## config.mk

```make
export PLATFORM = sky130hd
export DESIGN_NAME = rs_alu_bank
export DESIGN_NICKNAME = d
export VERILOG_FILES = /design/src/rtl/rs_alu_bank.sv
export SDC_FILE = /design/constraint.sdc
export NUM_CORES = 1
export LEC_CHECK = 0
export BUFFER_PORTS_ARGS = -buffer_cell sky130_fd_sc_hd__buf_4
export CAP_MARGIN = 40
export CORE_UTILIZATION = 56
export DETAILED_ROUTE_END_ITERATION = 7
export PLACE_DENSITY = 0.78
export SYNTH_ARGS = -nofsm -noshare
export SYNTH_HDL_FRONTEND = slang
export SYNTH_SLANG_ARGS = --single-unit
```

## constraint.sdc

```tcl
create_clock -name CLOCK_50 -period 8.5 [get_ports CLOCK_50]
set_clock_uncertainty 0.05 [all_clocks]
set_input_delay 0.425 -clock CLOCK_50 [delete_from_list [all_inputs] [get_ports CLOCK_50]]
set_output_delay 0.425 -clock CLOCK_50 [all_outputs]
set_load 0.03 [all_outputs]
```

## src/rtl/rs_alu_bank.sv

```systemverilog
// Reservation-station bank feeding a LAT-stage integer ALU pipeline.
// Entries wake up from the CDB; the oldest ready entry issues, results leave under backpressure.
module rs_alu_bank #(
  parameter int ENTRIES  = 4,
  parameter int DATA_W   = 32,
  parameter int TAG_W    = 4,
  parameter int BASE_TAG = 1,
  parameter int LAT      = 2
) (
  input  logic                           CLOCK_50,
  input  logic                           RESET,
  input  logic                           flush,
  input  logic                           issue_valid,
  output logic                           issue_ready,
  input  logic [3:0]                     issue_op,
  input  logic [TAG_W-1:0]               issue_tag1,
  input  logic [TAG_W-1:0]               issue_tag2,
  input  logic [DATA_W-1:0]              issue_val1,
  input  logic [DATA_W-1:0]              issue_val2,
  output logic [TAG_W-1:0]               issue_dest_tag,
  input  logic                           cdb_valid,
  input  logic [TAG_W-1:0]               cdb_tag,
  input  logic [DATA_W-1:0]              cdb_data,
  output logic                           res_valid,
  input  logic                           res_ready,
  output logic [TAG_W-1:0]               res_tag,
  output logic [DATA_W-1:0]              res_data,
  output logic [$clog2(ENTRIES+1)-1:0]   busy_count
);
  localparam int IW = $clog2(ENTRIES);
  localparam int AW = IW + 1;
  localparam int CW = $clog2(ENTRIES + 1);

  logic [ENTRIES-1:0] busy_q, busy_d, exec_q, exec_d, ready;
  logic [3:0]         op_q   [ENTRIES];
  logic [3:0]         op_d   [ENTRIES];
  logic [TAG_W-1:0]   tag1_q [ENTRIES];
  logic [TAG_W-1:0]   tag1_d [ENTRIES];
  logic [TAG_W-1:0]   tag2_q [ENTRIES];
  logic [TAG_W-1:0]   tag2_d [ENTRIES];
  logic [DATA_W-1:0]  val1_q [ENTRIES];
  logic [DATA_W-1:0]  val1_d [ENTRIES];
  logic [DATA_W-1:0]  val2_q [ENTRIES];
  logic [DATA_W-1:0]  val2_d [ENTRIES];
  logic [AW-1:0]      age_q  [ENTRIES];
  logic [AW-1:0]      age_d  [ENTRIES];
  logic [AW-1:0]      age_ctr_q, age_ctr_d;

  logic [LAT-1:0]     st_v_q, st_v_d, adv;
  logic [TAG_W-1:0]   st_tag_q  [LAT];
  logic [TAG_W-1:0]   st_tag_d  [LAT];
  logic [DATA_W-1:0]  st_data_q [LAT];
  logic [DATA_W-1:0]  st_data_d [LAT];

  logic [IW-1:0]      free_idx, sel_idx;
  logic               free_found, sel_found, do_issue, dispatch, res_fire, acc;
  logic [AW-1:0]      sel_age, age_diff;
  logic [CW-1:0]      count;

  function automatic logic [DATA_W-1:0] alu(input logic [3:0] op,
                                            input logic [DATA_W-1:0] a,
                                            input logic [DATA_W-1:0] b);
    case (op)
      4'b0000: alu = a + b;
      4'b1000: alu = a - b;
      4'b0010: alu = DATA_W'($signed(a) < $signed(b));
      4'b0011: alu = DATA_W'(a < b);
      4'b0100: alu = a ^ b;
      4'b0110: alu = a | b;
      4'b0111: alu = a & b;
      default: alu = '0;
    endcase
  endfunction

  for (genvar gi = 0; gi < ENTRIES; gi++) begin : g_ready
    assign ready[gi] = busy_q[gi] && !exec_q[gi] && (tag1_q[gi] == '0) && (tag2_q[gi] == '0);
  end

  always_comb begin
    free_idx   = '0;
    free_found = 1'b0;
    for (int i = ENTRIES - 1; i >= 0; i--) begin
      if (!busy_q[i]) begin
        free_idx   = IW'(i);
        free_found = 1'b1;
      end
    end
  end

  assign issue_ready    = free_found;
  assign issue_dest_tag = TAG_W'(BASE_TAG) + TAG_W'(free_idx);
  assign do_issue       = issue_valid && issue_ready;

  // Age stamps wrap; a is older than b when (a - b) is negative modulo 2^AW.
  always_comb begin
    sel_found = 1'b0;
    sel_idx   = '0;
    sel_age   = '0;
    age_diff  = '0;
    for (int i = 0; i < ENTRIES; i++) begin
      age_diff = age_q[i] - sel_age;
      if (ready[i] && (!sel_found || age_diff[AW-1])) begin
        sel_found = 1'b1;
        sel_idx   = IW'(i);
        sel_age   = age_q[i];
      end
    end
  end

  // A stage can take new contents if it or any later stage has a hole, or the output drains.
  always_comb begin
    acc = res_ready;
    adv = '0;
    for (int s = LAT - 1; s >= 0; s--) begin
      acc    = acc | ~st_v_q[s];
      adv[s] = acc;
    end
  end

  assign dispatch = adv[0] && sel_found;
  assign res_fire = st_v_q[LAT-1] && res_ready;

  always_comb begin
    st_v_d = st_v_q;
    for (int s = 0; s < LAT; s++) begin
      st_tag_d[s]  = st_tag_q[s];
      st_data_d[s] = st_data_q[s];
    end
    if (adv[0]) begin
      st_v_d[0]    = dispatch;
      st_tag_d[0]  = dispatch ? TAG_W'(BASE_TAG) + TAG_W'(sel_idx) : '0;
      st_data_d[0] = dispatch ? alu(op_q[sel_idx], val1_q[sel_idx], val2_q[sel_idx]) : '0;
    end
    for (int s = 1; s < LAT; s++) begin
      if (adv[s]) begin
        st_v_d[s]    = st_v_q[s-1];
        st_tag_d[s]  = st_tag_q[s-1];
        st_data_d[s] = st_data_q[s-1];
      end
    end
  end

  always_comb begin
    busy_d    = busy_q;
    exec_d    = exec_q;
    age_ctr_d = age_ctr_q + AW'(do_issue);
    for (int i = 0; i < ENTRIES; i++) begin
      op_d[i]   = op_q[i];
      tag1_d[i] = tag1_q[i];
      tag2_d[i] = tag2_q[i];
      val1_d[i] = val1_q[i];
      val2_d[i] = val2_q[i];
      age_d[i]  = age_q[i];
      if (busy_q[i] && !exec_q[i] && cdb_valid) begin
        if (tag1_q[i] != '0 && cdb_tag == tag1_q[i]) begin
          tag1_d[i] = '0;
          val1_d[i] = cdb_data;
        end
        if (tag2_q[i] != '0 && cdb_tag == tag2_q[i]) begin
          tag2_d[i] = '0;
          val2_d[i] = cdb_data;
        end
      end
      if (dispatch && sel_idx == IW'(i)) exec_d[i] = 1'b1;
      if (res_fire && st_tag_q[LAT-1] == TAG_W'(BASE_TAG + i)) begin
        busy_d[i] = 1'b0;
        exec_d[i] = 1'b0;
      end
      if (do_issue && free_idx == IW'(i)) begin
        busy_d[i] = 1'b1;
        exec_d[i] = 1'b0;
        op_d[i]   = issue_op;
        age_d[i]  = age_ctr_q;
        if (issue_tag1 == '0) begin
          tag1_d[i] = '0;
          val1_d[i] = issue_val1;
        end else if (cdb_valid && cdb_tag == issue_tag1) begin
          tag1_d[i] = '0;
          val1_d[i] = cdb_data;
        end else begin
          tag1_d[i] = issue_tag1;
          val1_d[i] = '0;
        end
        if (issue_tag2 == '0) begin
          tag2_d[i] = '0;
          val2_d[i] = issue_val2;
        end else if (cdb_valid && cdb_tag == issue_tag2) begin
          tag2_d[i] = '0;
          val2_d[i] = cdb_data;
        end else begin
          tag2_d[i] = issue_tag2;
          val2_d[i] = '0;
        end
      end
    end
  end

  always_comb begin
    count = '0;
    for (int i = 0; i < ENTRIES; i++) count = count + CW'(busy_q[i]);
  end

  assign busy_count = count;
  assign res_valid  = st_v_q[LAT-1];
  assign res_tag    = st_tag_q[LAT-1];
  assign res_data   = st_data_q[LAT-1];

  always_ff @(posedge CLOCK_50) begin
    if (RESET || flush) begin
      busy_q    <= '0;
      exec_q    <= '0;
      age_ctr_q <= '0;
      st_v_q    <= '0;
      for (int i = 0; i < ENTRIES; i++) begin
        op_q[i]   <= '0;
        tag1_q[i] <= '0;
        tag2_q[i] <= '0;
        val1_q[i] <= '0;
        val2_q[i] <= '0;
        age_q[i]  <= '0;
      end
      for (int s = 0; s < LAT; s++) begin
        st_tag_q[s]  <= '0;
        st_data_q[s] <= '0;
      end
    end else begin
      busy_q    <= busy_d;
      exec_q    <= exec_d;
      age_ctr_q <= age_ctr_d;
      st_v_q    <= st_v_d;
      for (int i = 0; i < ENTRIES; i++) begin
        op_q[i]   <= op_d[i];
        tag1_q[i] <= tag1_d[i];
        tag2_q[i] <= tag2_d[i];
        val1_q[i] <= val1_d[i];
        val2_q[i] <= val2_d[i];
        age_q[i]  <= age_d[i];
      end
      for (int s = 0; s < LAT; s++) begin
        st_tag_q[s]  <= st_tag_d[s];
        st_data_q[s] <= st_data_d[s];
      end
    end
  end
endmodule

```

Word-level counts from Yosys, hierarchy flattened

Memory sizes are Yosys's and may differ from the RTL's.
Cells that the tools add are included.

Register bits after elaboration: 13
Output and inout bits: 45
Memories kept: 8
Word-level logic and storage cells: 337
Bits in writable memories: 388

Memories:

| memory          | words | bits a word | rd ports | clocked after memory_dff | write ports | RTL line | source |
|---|---|---|---|---|---|---|---|
| val1_q          | 4     | 32          | 1        | 0                        | 4           | 41       | `logic [DATA_W-1:0] val1_q [ENTRIES];` |
| val2_q          | 4     | 32          | 1        | 0                        | 4           | 43       | `logic [DATA_W-1:0] val2_q [ENTRIES];` |
| st_data_q       | 2     | 32          | 2        | 0                        | 2           | 52       | `logic [DATA_W-1:0] st_data_q [LAT];` |
| op_q            | 4     | 4           | 1        | 0                        | 4           | 35       | `logic [3:0] op_q [ENTRIES];` |
| tag1_q          | 4     | 4           | 4        | 0                        | 4           | 37       | `logic [TAG_W-1:0] tag1_q [ENTRIES];` |
| tag2_q          | 4     | 4           | 4        | 0                        | 4           | 39       | `logic [TAG_W-1:0] tag2_q [ENTRIES];` |
| 2 more memories | n/a   | n/a         | n/a      | n/a                      | n/a         | n/a      |  |

Reductions and logical operators: 96
Multiplexer cells: 128
Add/subtract/negate cells: 11
Magnitude comparators: 2
Bitwise operators: 35
Equality and inequality tests: 46

Operator list:

| operator             | count |
|---|---|
| $mux W32             | 41 |
| $pmux W32 S7         | 1 |
| $mux W4              | 48 |
| $lt A32 B32 Y1       | 2 |
| $logic_and A1 B1 Y1  | 44 |
| $logic_not A4 Y1     | 11 |
| $eq A4 B4 Y1         | 10 |
| $mux W3              | 12 |
| $add A32 B32 Y32     | 1 |
| $and A32 B32 Y32     | 1 |
| $or A32 B32 Y32      | 1 |
| $reduce_bool A4 Y1   | 8 |
| $sub A32 B32 Y32     | 1 |
| $xor A32 B32 Y32     | 1 |
| $or A1 B1 Y1         | 30 |
| $ne A3 B3 Y1 const B | 8 |
| $reduce_and A3 Y1    | 8 |
| $mux W1              | 20 |
| $eq A4 B2 Y1 const B | 4 |
| $eq A4 B3 Y1 const B | 4 |
| $ne A2 B2 Y1 const B | 8 |
| $mux W2              | 6 |
| $reduce_or A3 Y1     | 4 |
| $sub A3 B3 Y3        | 3 |
| other kinds (15)     | 41 |

Longest topological paths before layout

An unclocked memory read counts as a cell.

Depth in word-level cells: 23
Gate-level depth with buffers: 49
Mapped depth without buffers: 46

Least setup slack after synthesis

No wires, ideal clock.

Kind: register to register
Start: memory tag1_q[0][3]
End: memory st_data_q[0][28]
Setup time: 0.125 ns
Cell stages (with the launch flop): 47
Setup slack: -0.410 ns
Data arrival time: 8.734 ns
Period minus slack after synthesis: 8.910 ns
Cell sequence: dfxtp_1 > nor4_2 > and3_1 > clkbuf_1 > nand2_1 > ha_1 > nor3b_1 > o21ai_0 > and2_1 > a21oi_1 > nor2_1 > a21oi_1 > ha_1 > nor2_1 > and3_1 > a31o_2 > nor2_1 > xor2_1 > [... 11 more ...] > clkbuf_1 > a21o_1 > ha_1 > inv_1 > fa_1 > nor2b_1 > o31ai_1 > a21oi_1 > a31o_2 > a221o_1 > a41oi_1 > nor4b_1 > o41a_1 > o21ai_0 > nand2_1 > xnor2_1 > a221oi_1 > o21ai_1

RTL lines:

| element            | RTL line |
|---|---|
| start: declaration | 37 |
| end: declaration   | 52 |

==> results.json <==
{
  "synth_top_area_cell": "edfxtp_1",
  "criticalPathCategory": "register to register",
  "critPathLaunchType": "register",
  "final_util": 0.687,
  "io_pins": 163,
  "overflow": 0,
  "max-cap-violations": 0,
  "cp_max_fo": 6,
  "post_drt_wl_per_cell_microns": 23.4,
  "ir_drop_v": 0.000160,
  "place_area_sq_mm": 0.0275,
  "nets": 3251,
  "setup_viol": 0,
  "place_congestion": 0.948,
  "endpoint_kind": "register",
  "cpPeakStageDelay_ps": 400,
  "hold_ws_ps": 129,
  "hold_path_class": "input port to register",
  "core_sq_mm": 0.0434,
  "total_power_mw": 4.93,
  "io_buffers": 160,
  "design.die.area_sq_mm": 0.0452,
  "antenna_cells": 0,
  "drc": 0,
  "hold_viol": 0,
  "clk_latency_ps": 600,
  "grt_max_degree": 69,
  "drive_above_1_share": 0.197,
  "worst_slew_pin_slew_ps": 882,
  "clk_pin_slew_worst_paths_ps": 60,
  "cts.path.max_buffers": 3,
  "cts-root-buf": "clkbuf_16",
  "placementRows": 76,
  "fmax_mhz": 122,
  "slew_headroom": 0.412,
  "area_growth_pct": 19.9,
  "syn-cell-area_sq_mm": 0.0248,
  "grt_antenna_before_repair": 1,
  "numCtsBuffers": 42,
  "fillers": 3394,
  "status": "finished clean",
  "required_ps": 8920,
  "track_usage": 0.371,
  "tns_ps": 0,
  "dieHeight_microns": 213,
  "r2r_slack_ps": 270,
  "synth_edf_count": 272,
  "async_flop_share": 0,
  "synth_seq_cells": 399,
  "syn_area_per_cell_sq_um": 8.82,
  "synth_cells": 2816,
  "clock-sinks": 399,
  "power_density_mw_per_mm2": 166,
  "synth_common_cells": "nor2_1, nand2_1, edfxtp_1",
  "synth.distinct_cells": 85,
  "yosys_warnings": 0,
  "num_vias": 23400,
  "grt_pass1_wl_mm": 128,
  "synth_area_leaders": "edfxtp_1, dfxtp_1, a22oi_1",
  "fin_area_sq_mm": 0.0298,
  "slowest_stage": "a221o_1",
  "yosysTopAreaCellShare": 0.329,
  "critPathTopFamily": "compound AO/OA/AOI/OAI gates",
  "p_leak_nw": 12.6,
  "cp.arrival_ps": 8640,
  "final.min_clock_period_ps": 8230,
  "drtAntennaViolNets": 0,
  "firstDrtPassIters": 7,
  "start_util": 0.572,
  "drt_iter0_drc": 3114,
  "totalWireLength_mm": 85.1,
  "synth_most_common_cell": "nor2_1",
  "die_w_microns": 213,
  "path_buf_inv": 3,
  "ctsHoldBuffers": 0,
  "ys_seq_area_frac": 0.431,
  "drv_slew": 0,
  "cts_tree": "done",
  "ys.flop_type": "edfxtp_1",
  "vias_per_cell": 6.45,
  "period_share": 0.968,
  "grt_pass1_vias": 22100,
  "hpwl_mm": 57.5,
  "h-tree-depth": 2
}
==> logic make-up after synthesis <==
logic type | synth area share
simple gates | 0.169
compound gates | 0.228
flops | 0.431
buf+inv | 0.0623
fa+ha+maj | 0.0619
mux | 0.0315
xor+xnor | 0.0155
other cells | 0.000151
==> worst paths after layout <==
check                                              startpoint                       endpoint  cells after the start
worst max register to register      tag1_q[0][2]$_SDFFE_PP0P_  st_data_q[0][30]$_SDFFE_PP0P_                     46
worst min register to register  st_data_q[0][19]$_SDFFE_PP0P_  st_data_q[0][19]$_SDFFE_PP0P_                      2
worst min-delay path                           issue_val2[20]    val2_q[2][20]$_SDFFCE_PN0P_                      3
worst max-delay path                tag1_q[0][2]$_SDFFE_PP0P_  st_data_q[0][30]$_SDFFE_PP0P_                     46
==> stage by stage <==
step	worst slack, ps	std cells
2_1_floorplan	30.7	2817
3_3_place_gp	-21.5	3515
3_5_place_dp	-204	3522
4_1_cts	0.484	3613
5_1_grt	-88.4	3631
6_report	272	3631
==> repair_timing <==
action                                  4_1_cts  5_1_grt
setup buffers                                11       13
pin swaps                                    10       60
gates cloned                                  2        4
resized for setup                            19      109
endpoints found under the setup margin       13       21
==> routing by layer <==
layer  global-route usage  routed length, microns
met4                0.125                    2880
met1                0.520                   34600
met2                0.563                   37000
met5                    0                      11
met3               0.0882                   10700
==> report_power, final <==
part	leakage, nW	total [mW]	internal [mW]	switching (mW)
logic	7.87	0.931	0.372	0.559
clock network	0.670	1.84	1.03	0.809
registers	4.09	2.16	2.14	0.0223
total	12.6	4.93	3.54	1.39
==> sequential cells by signal, summed over array words and instances, names as in the netlist, 6 cells and up <==
register	flops
age_q	12
op_q	16
st_data_q	64
st_tag_q	6
tag1_q	16
tag2_q	16
val1_q	128
val2_q	128
==> layout by cell type, fill, tap and decap left out, types with 10 or more instances in the layout <==
master	count
clkinv_1	13
dfxtp_1	126
buf_6	11
o221ai_1	18
o21bai_1	12
mux2i_1	73
or4_1	11
a21oi_2	19
nand3_1	20
nand2_1	305
and3_1	35
inv_1	100
edfxtp_1	272
o211ai_1	10
a21o_1	81
ha_4	12
o21ai_1	20
a22oi_1	268
xnor2_1	15
nand2b_1	16
clkbuf_16	46
xor2_1	29
a21oi_1	120
a221o_1	12
buf_4	371
nor2_2	10
ha_1	99
buf_12	10
nor2_1	430
nor3_1	32
o21ai_0	177
==> area by class of cell <==
cell class | count | area, sq um | share of cell area
repair buffers | 403 | 3350 | 0.112
well taps | 585 | 732 | 0.0246
clock inverters | 23 | 216 | 0.00727
clock buffers | 55 | 1160 | 0.0390
flip-flops and latches | 399 | 10700 | 0.360
multi-input cells | 2053 | 13200 | 0.443
inverters | 113 | 427 | 0.0143
==> worst min-delay path, stage by stage <==
cell and delay (ps):
buf_4 100, a22oi_1 60, nor2_1 70
No activity file was read; power rests on OpenSTA's default activity.
